File: config.mk
export PLATFORM = sky130hd
export DESIGN_NAME = mem_readback_scanner
export DESIGN_NICKNAME = d
export VERILOG_FILES = /design/src/rtl/mem_scan_pkg.sv /design/src/rtl/mem_scan_skid.sv /design/src/rtl/mem_readback_scanner.sv
export SDC_FILE = /design/constraint.sdc
export NUM_CORES = 1
export LEC_CHECK = 0
export BUFFER_PORTS_ARGS = -buffer_cell sky130_fd_sc_hd__clkbuf_2
export CORE_MARGIN = 5
export CORE_UTILIZATION = 60
export CTS_CLUSTER_SIZE = 10
export DETAILED_ROUTE_END_ITERATION = 6
export GPL_ROUTABILITY_DRIVEN = 0
export PLACE_DENSITY = 0.83
export SKIP_CTS_REPAIR_TIMING = 1
export SLEW_MARGIN = 20
export SYNTH_ARGS = -nofsm -noshare
export SYNTH_HDL_FRONTEND = slang
export SYNTH_SLANG_ARGS = --single-unit
File: constraint.sdc
create_clock -name clk -period 15.5 [get_ports clk]
set_input_delay 3.1 -clock clk [delete_from_list [all_inputs] [get_ports clk]]
set_output_delay 3.1 -clock clk [all_outputs]
set_load 0.02 [all_outputs]
File: src/rtl/mem_scan_pkg.sv
// mem_scan_pkg: shared types and helpers for the RAM read-back scanner.
// Latency: n/a (types, constants and a pure function only).
// Backpressure: n/a.
//
// Contents:
//   scan_state_t - scanner FSM states
//   SKID_DEPTH   - output skid buffer depth (entries)
//   SKID_CNT_W   - width of the skid entry counter
//   CSUM_W       - checksum width
//   rotl1()      - rotate-left-by-one used by the checksum
package mem_scan_pkg;

  typedef enum logic [1:0] {
    ST_IDLE  = 2'd0,
    ST_RUN   = 2'd1,
    ST_DRAIN = 2'd2,
    ST_DONE  = 2'd3
  } scan_state_t;

  // Two entries are enough to absorb the one-cycle RAM latency while the
  // issue throttle keeps a full-rate stream going.
  localparam int SKID_DEPTH = 2;
  localparam int SKID_CNT_W = $clog2(SKID_DEPTH + 1);

  localparam int CSUM_W = 32;

  function automatic logic [CSUM_W-1:0] rotl1(input logic [CSUM_W-1:0] v);
    return {v[CSUM_W-2:0], v[CSUM_W-1]};
  endfunction

endpackage

File: src/rtl/mem_scan_skid.sv
// mem_scan_skid: small FIFO holding returned RAM words (data + address) until streamed out.
// Latency: a pushed entry is visible at the head the cycle after the push.
// Backpressure: none internally; the owner never pushes when full nor pops when empty.
//
// Ports:
//   clk, reset            - clock, asynchronous active-high reset
//   push, push_data/addr  - write one entry
//   pop                   - drop the head entry
//   cnt                   - current number of entries
//   head_data, head_addr  - oldest entry (meaningful only when cnt != 0)
module mem_scan_skid
  import mem_scan_pkg::*;
#(
  parameter int DW = 1,
  parameter int AW = 32
) (
  input  logic                  clk,
  input  logic                  reset,
  input  logic                  push,
  input  logic [DW-1:0]         push_data,
  input  logic [AW-1:0]         push_addr,
  input  logic                  pop,
  output logic [SKID_CNT_W-1:0] cnt,
  output logic [DW-1:0]         head_data,
  output logic [AW-1:0]         head_addr
);

  // Pointers wrap naturally because the depth is a power of two.
  localparam int PTR_W = (SKID_DEPTH > 1) ? $clog2(SKID_DEPTH) : 1;

  logic [DW-1:0]    data_q [SKID_DEPTH];
  logic [AW-1:0]    addr_q [SKID_DEPTH];
  logic [PTR_W-1:0] wr_ptr;
  logic [PTR_W-1:0] rd_ptr;

  always_ff @(posedge clk or posedge reset) begin
    if (reset) begin
      wr_ptr <= '0;
      rd_ptr <= '0;
      cnt    <= '0;
      for (int i = 0; i < SKID_DEPTH; i++) begin
        data_q[i] <= '0;
        addr_q[i] <= '0;
      end
    end else begin
      if (push) begin
        data_q[wr_ptr] <= push_data;
        addr_q[wr_ptr] <= push_addr;
        wr_ptr         <= wr_ptr + PTR_W'(1);
      end
      if (pop) begin
        rd_ptr <= rd_ptr + PTR_W'(1);
      end
      cnt <= cnt + SKID_CNT_W'(push) - SKID_CNT_W'(pop);
    end
  end

  assign head_data = data_q[rd_ptr];
  assign head_addr = addr_q[rd_ptr];

endmodule

File: src/rtl/mem_readback_scanner.sv
// mem_readback_scanner: sweeps a wrapping RAM address window, streams each word and accumulates popcount + rotate-XOR checksum.
// Latency: first beat 2 cycles after the accepted start, then 1 beat/cycle while out_ready is high.
// Backpressure: out_ready low holds the current beat; read issue throttles so returned words always fit the skid.
//
// Ports:
//   clk, reset           - clock, asynchronous active-high reset
//   start, start_addr,
//   count                - scan request (honoured in IDLE only)
//   raddr, rd_data       - RAM read port (registered dout, 1-cycle latency)
//   out_valid/out_ready,
//   out_addr/out_data    - output stream
//   busy, done           - scan in progress / one-cycle completion pulse
//   ones_count, checksum - accumulators over accepted beats
module mem_readback_scanner
  import mem_scan_pkg::*;
#(
  parameter int WID_MEM   = 1,
  parameter int DEPTH_MEM = 16384,
  parameter int ADDR_W    = 32,
  parameter int CNT_W     = 32
) (
  input  logic               clk,
  input  logic               reset,
  input  logic               start,
  input  logic [ADDR_W-1:0]  start_addr,
  input  logic [CNT_W-1:0]   count,
  output logic [ADDR_W-1:0]  raddr,
  input  logic [WID_MEM-1:0] rd_data,
  output logic               out_valid,
  input  logic               out_ready,
  output logic [ADDR_W-1:0]  out_addr,
  output logic [WID_MEM-1:0] out_data,
  output logic               busy,
  output logic               done,
  output logic [CNT_W-1:0]   ones_count,
  output logic [CSUM_W-1:0]  checksum
);

  localparam logic [ADDR_W-1:0] DEPTH_A   = ADDR_W'(DEPTH_MEM);
  localparam logic [ADDR_W-1:0] LAST_ADDR = ADDR_W'(DEPTH_MEM - 1);
  localparam int                OCC_W     = SKID_CNT_W + 1;

  scan_state_t state;

  // rd_pend: raddr holds a read the RAM samples at the coming edge.
  // rd_vld : rd_data carries the word for rv_addr this cycle.
  logic              rd_pend;
  logic              rd_vld;
  logic [ADDR_W-1:0] rv_addr;
  logic [CNT_W-1:0]  remaining;

  logic [SKID_CNT_W-1:0] skid_cnt;
  logic [WID_MEM-1:0]    skid_data;
  logic [ADDR_W-1:0]     skid_addr;
  logic                  skid_push;
  logic                  skid_pop;

  logic             beat;
  logic [OCC_W-1:0] occ_after;
  logic             can_issue;
  logic             drained;
  logic [CNT_W-1:0] beat_ones;

  function automatic logic [ADDR_W-1:0] next_addr(input logic [ADDR_W-1:0] a);
    return (a == LAST_ADDR) ? '0 : a + ADDR_W'(1);
  endfunction

  // The skid head is the oldest beat; when the skid is empty, the word
  // arriving on rd_data is presented directly so the first beat costs no
  // extra cycle. An unaccepted bypass word is pushed and re-presented from
  // the skid next cycle, so the beat stays stable.
  always_comb begin
    out_valid = (skid_cnt != '0) || rd_vld;
    out_data  = '0;
    out_addr  = '0;
    if (skid_cnt != '0) begin
      out_data = skid_data;
      out_addr = skid_addr;
    end else if (rd_vld) begin
      out_data = rd_data;
      out_addr = rv_addr;
    end
  end

  always_comb begin
    beat      = out_valid && out_ready;
    skid_pop  = beat && (skid_cnt != '0);
    skid_push = rd_vld && !(beat && (skid_cnt == '0));
    // Words that will still need a home after this cycle: buffered, arriving,
    // and already requested, minus the one leaving now.
    occ_after = OCC_W'(skid_cnt) + OCC_W'(rd_pend) + OCC_W'(rd_vld) - OCC_W'(beat);
    can_issue = occ_after < OCC_W'(SKID_DEPTH);
    drained   = (occ_after == '0);
  end

  always_comb begin
    beat_ones = '0;
    for (int i = 0; i < WID_MEM; i++) begin
      beat_ones = beat_ones + CNT_W'(out_data[i]);
    end
  end

  mem_scan_skid #(
    .DW (WID_MEM),
    .AW (ADDR_W)
  ) u_skid (
    .clk       (clk),
    .reset     (reset),
    .push      (skid_push),
    .push_data (rd_data),
    .push_addr (rv_addr),
    .pop       (skid_pop),
    .cnt       (skid_cnt),
    .head_data (skid_data),
    .head_addr (skid_addr)
  );

  // Sequencer. The first read is issued on the start edge itself so the
  // first beat lands two cycles after start.
  always_ff @(posedge clk or posedge reset) begin
    if (reset) begin
      state     <= ST_IDLE;
      raddr     <= '0;
      rd_pend   <= 1'b0;
      rd_vld    <= 1'b0;
      rv_addr   <= '0;
      remaining <= '0;
      busy      <= 1'b0;
      done      <= 1'b0;
    end else begin
      rd_vld  <= rd_pend;
      rv_addr <= raddr;
      rd_pend <= 1'b0;
      done    <= 1'b0;
      case (state)
        ST_IDLE: begin
          if (start) begin
            if (count == '0) begin
              state <= ST_DONE;
              done  <= 1'b1;
            end else begin
              state     <= ST_RUN;
              busy      <= 1'b1;
              raddr     <= start_addr % DEPTH_A;
              rd_pend   <= 1'b1;
              remaining <= count - CNT_W'(1);
            end
          end
        end
        ST_RUN: begin
          if (remaining == '0) begin
            state <= ST_DRAIN;
          end else if (can_issue) begin
            raddr     <= next_addr(raddr);
            rd_pend   <= 1'b1;
            remaining <= remaining - CNT_W'(1);
            if (remaining == CNT_W'(1)) begin
              state <= ST_DRAIN;
            end
          end
        end
        ST_DRAIN: begin
          if (drained) begin
            state <= ST_DONE;
            busy  <= 1'b0;
            done  <= 1'b1;
          end
        end
        ST_DONE: begin
          state <= ST_IDLE;
        end
        default: begin
          state <= ST_IDLE;
        end
      endcase
    end
  end

  // Accumulators: cleared by an accepted start, then updated per accepted
  // beat; they hold their final value after done.
  always_ff @(posedge clk or posedge reset) begin
    if (reset) begin
      ones_count <= '0;
      checksum   <= '0;
    end else if ((state == ST_IDLE) && start) begin
      ones_count <= '0;
      checksum   <= '0;
    end else if (beat) begin
      ones_count <= ones_count + beat_ones;
      checksum   <= rotl1(checksum) ^ CSUM_W'(out_data);
    end
  end

endmodule

[Word-level counts from Yosys, hierarchy flattened]
Index checks and enable logic that the tools add are counted.
W data, S select, Z words.
Word-level totals
  input port bits: 69
  bits in registers: 236
  logic and storage cells: 118
  output and inout port bits: 132
Operators by class
  bitwise gates (word level): 3
  order comparisons: 4
  reductions and logical operators: 20
  eq/ne operators: 12
  muxes and demuxes: 51
  add/sub/neg operators: 11
Operator list (count)
  $mux W32: 19
  $pmux W32 S2: 2
  $bwmux W64: 1
  $logic_not A32 Y1: 2
  $sub A32 B1 Y32 const B: 2
  $add A32 B1 Y32: 1
  $add A32 B1 Y32 const B: 1
  $demux W32 S1: 1
  $eq A32 B1 Y1 const B: 1
  $eq A32 B14 Y1 const B: 1
  $xor A32 B1 Y32: 1
  $mux W1: 16
  $mux W2: 6
  $ne A2 B2 Y1 const B: 5
  $pmux W2 S4: 1
  $reduce_and A4 Y1: 2
  $reduce_bool A2 Y1: 4
  $logic_and A1 B1 Y1: 6
  $ne A3 B3 Y1 const B: 2
  $pmux W1 S2: 3
  $reduce_and A5 Y1: 1
  $eq A2 B2 Y1 const B: 2
  $ge A2 B2 Y1 const B: 2
  $logic_not A2 Y1: 2
  15 further kinds: 17

[Depth between registers and ports, before layout]
  word-level depth: 8
  mapped depth: 18
  gate-level depth less buffers: 12

[By module]
From an unflattened synthesis, not the netlist that was laid out.
Second synthesis, totals
  cell total of the unflattened synthesis: 1247
  area, all modules: 12314.3 um^2
By module, submodules not included
  mem_readback_scanner: sequential area each 4154.0 um^2, cells an instance 1056, instances 1, area an instance 9145.0 um^2
  mem_scan_skid: sequential area each 1751.7 um^2, cells an instance 191, instances 1, area an instance 3169.3 um^2

[Worst setup path before layout]
No wires, ideal clock.
  path kind: input -> output
  start: in rd_data
  end: out out_data
  cell stages on the path: 2
  required time: 12.400 ns
  slack: 8.929 ns
  data arrival time: 3.471 ns
  buffers on the path: 0
  cells stage by stage: nand3_1 o21ai_0
On the way
  longest elaborated chain between the ends: 2
Ends and longest elaborated chain
  start, declared: RTL line mem_readback_scanner.sv:28  | input logic [WID_MEM-1:0] rd_data,
  $mux W1: RTL line mem_readback_scanner.sv:79  | end else if (rd_vld) begin
  $mux W1: RTL line mem_readback_scanner.sv:76  | if (skid_cnt != '0) begin
  end, declared: RTL line mem_readback_scanner.sv:32  | output logic [WID_MEM-1:0] out_data,
No other way between the ends.

[Worst setup path after layout]
Ends and elaborated chain as after synthesis.

==> impl_results.rst <==
.. list-table::
   :header-rows: 1

   * - Metric
     - Value
   * - Unrepaired setup endpoints after global routing
     - no
   * - Via-to-Cell Ratio
     - 6.24
   * - Number of filler instances in the final layout
     - approximately 1,500
   * - Worst EP required
     - 12,400 ps
   * - Commonest cells post-synth
     - dfrtp_1, nand2_1, nor2_1
   * - I/O pin total
     - 201
   * - Combinational group share of total power
     - between 30% and 40%
   * - Non-filler cells in the finished layout
     - 1,645
   * - Antenna violations before repair
     - 1
   * - Post-place instance area
     - 13,300 sq um
   * - Worst Clk Skew
     - 18.2 ps
   * - DRC violations left
     - 0
   * - Total number of nets in the final design
     - 1,455
   * - Post-synth cell types
     - 77
   * - Clk Tree Root Cell
     - clkbuf_16
   * - Finished layout cell area
     - roughly 14,000 sq um
   * - Worst-Skew Late Latency
     - 540 ps
   * - Final ANT Viol Nets
     - 0
   * - Share of the clock period used by the worst path
     - 45.1%
   * - P_int
     - 1250 uW
   * - Maximum vdd drop
     - ~0.12 mV
   * - Fraction of synthesized cell area taken by the top area cell type
     - about half
   * - Critical path startpoint category
     - primary input
   * - Area growth from synthesis to final layout
     - 14.7%
   * - Highest net fanout along the worst path
     - 3
   * - Clock power share
     - a little over a quarter
   * - Detailed router's first-iteration violation count
     - roughly 840
   * - Number of global-route vias before repair
     - 9,639
   * - Shortest clock period the worst path allows after layout
     - ~7000 ps
   * - Leading post-synthesis cells by cell area
     - dfrtp_1, mux2_2, nand2_1, mux2i_1, nand3_1
   * - Std-Cell Core Area
     - 20,200 sq um
   * - Count of mapped cells out of synthesis
     - between 1,000 and 1,500
   * - Width of the die
     - between 150 and 200 um
   * - Yosys reg bits
     - about 240
   * - Worst slew margin relative to its limit
     - roughly a quarter
   * - Total global routing overflow
     - 0
   * - Switching power
     - between 800 and 900 uW
   * - Die Area
     - roughly 23,000 sq um
   * - P_leak
     - approximately 0.0063 uW
   * - CTS HTree Levels
     - 1
   * - Setup-violating endpoint count in the final report
     - 0
   * - Setup TNS
     - 0 ps
   * - TritonCTS clock tree
     - done
   * - DP Wirelength
     - about 21,000 um
   * - Row count
     - 52
   * - WHS
     - 390 ps
   * - PD cells
     - between 100 and 150 nW/um^2
   * - Max-capacitance violation count
     - 0
   * - Critical setup path kind
     - in2out
   * - Pin count of the biggest net entering global routing
     - 117
   * - Cell area after synthesis
     - between 10,000 and 15,000 sq um
   * - Number of failing hold endpoints at the final stage
     - 0
   * - Library cell occupying the most area in the post-synthesis netlist
     - dfrtp_1
   * - Buffers on Ports
     - about 180
   * - Clock Tree Buf Depth
     - 3
   * - Count leader, synth
     - dfrtp_1
   * - Share of layout cells above drive strength 1
     - ~24%
   * - Kind of end point of the critical path
     - primary output
   * - Path type of the worst min-delay path
     - reg2reg
   * - Worst Tran Pin Value
     - around 1100 ps
   * - Worst slack after detailed placement
     - between 8000 and 9000 ps
   * - Predominant post-synthesis flop cell
     - dfrtp_1
   * - Sw Ratio
     - between 40% and 50%
   * - Syn_nets
     - approximately 1,300
   * - Num CTS Buffers
     - 27
   * - Max-slew violation count
     - 0
   * - Portion of total power attributed to sequential cells
     - around 38%
   * - Worst path setup slack after routing
     - approximately 8500 ps
   * - Y dimension of the die
     - between 150 and 200 um
   * - Count of clock tree sinks
     - approximately 240
   * - Post-synthesis sequential area ratio
     - between 40 and 50%
   * - Starting Density
     - between 60% and 70%
   * - Count of flip-flops with a built-in enable after synthesis
     - 0
   * - Initial DRT Pass Iterations
     - 5
   * - Clock-pin slew of the registers on the worst-case setup and hold paths
     - approximately 50 ps
   * - Placed insts
     - 1,612
   * - Total detailed-routing wirelength
     - between 30,000 and 40,000 um
   * - Fmax
     - 143 MHz
   * - Status
     - completed
   * - Post-DR wirelength/cell
     - about 19 um
   * - Combined global-route utilization of all metal layers
     - about 26%
   * - Wire length of the first global-routing pass
     - roughly 50,000 um
   * - Mean instance size in the synthesized netlist
     - 10.0 sq um
   * - Data arrival, critical path
     - around 3900 ps
   * - Synthesis Warnings
     - 0
   * - Share of synthesized registers carrying an async set or reset
     - between 90% and 100%
   * - Via count
     - ~10,000
flip-flops by register name, indices dropped and copies added (netlist names):
register,cells
u_skid.cnt,2
state,2
u_skid.rd_ptr,1
u_skid.data_q,2
rd_pend,1
remaining,32
u_skid.addr_q,64
rd_vld,1
rv_addr,32
raddr,32
ones_count,32
checksum,32
busy,1
u_skid.wr_ptr,1
done,1
area by class of cell:
| class | instances | area [sq um] | area share, % |
|---|---|---|---|
| multi-input cells | 882 | 5910 | 42.2 |
| diodes | 1 | 2.50 | 0.0179 |
| repair buffers | 196 | 1020 | 7.25 |
| flip-flops and latches | 236 | 5910 | 42.2 |
| clock buffers | 31 | 701 | 5.00 |
| well taps | 270 | 338 | 2.41 |
| inverters | 28 | 113 | 0.804 |
| clock inverters | 1 | 20.0 | 0.143 |
path summary, 6_finish.rpt:
check	startpoint	endpoint	slack (ps)	cells after the start
worst max-delay path	rd_data	out_data	8510	4
worst min-delay path	rd_pend	rd_vld	390	0
worst max register to register	rd_vld	raddr[17]	10610	14
worst min register to register	rd_pend	rd_vld	390	0
max in group asynchronous	reset	remaining[6]	10710	4
min in group asynchronous	reset	u_skid.addr_q[1]	2730	2
power by group through the flow:
stage / clock network (uW) / registers [uW] / logic, uW
4_1_cts: 558 / 784 / 741
3_3_place_gp: 0 / 789 / 721
2_1_floorplan: 0 / 809 / 502
6_report: 551 / 786 / 744
5_1_grt: 584 / 796 / 803
3_5_place_dp: 0 / 794 / 737
metrics by stage:
stage	utilization, %	power [uW]
final	69.4	2080
after global routing	69.4	2180
after CTS	69.4	2080
after detailed placement	65.8	1530
after global placement	65.8	1510
after floorplan	-	1310
worst max-delay path, cell delays in order:
cell	delay [ps]
clkbuf_2	110
nand3_1	70
o21ai_0	320
clkbuf_2	290
logic make-up after synthesis:
logic type / Yosys count / share of synthesized area, %
multiplexers: 106 / 9.36
adder cells (fa/ha/maj): 15 / 1.66
flip-flops: 236 / 48.3
buffers and inverters: 103 / 3.72
AO/OA/AOI/OAI: 254 / 13.3
XOR/XNOR: 57 / 4.09
AND/OR/NAND/NOR: 450 / 19.5
metal layers:
layer	share of wire, %	wire length, um	track usage (%)
met1	42	13100	36.6
met3	7.5	2360	4.57
met4	2.5	790	7.25
met5	0	0	0
met2	48	15100	41.7
layout by cell type, fill, tap and decap left out, types with 27 or more instances in the layout:
cell type / n
dfrtp_1: 235
clkbuf_2: 182
nand2_1: 130
nor2_1: 75
nand3_1: 75
mux2_2: 66
a21oi_1: 64
o21ai_0: 62
mux2i_1: 40
xor2_1: 36
inv_1: 27
clkbuf_16: 27
Note: power is estimated with default switching activity, not from simulation.
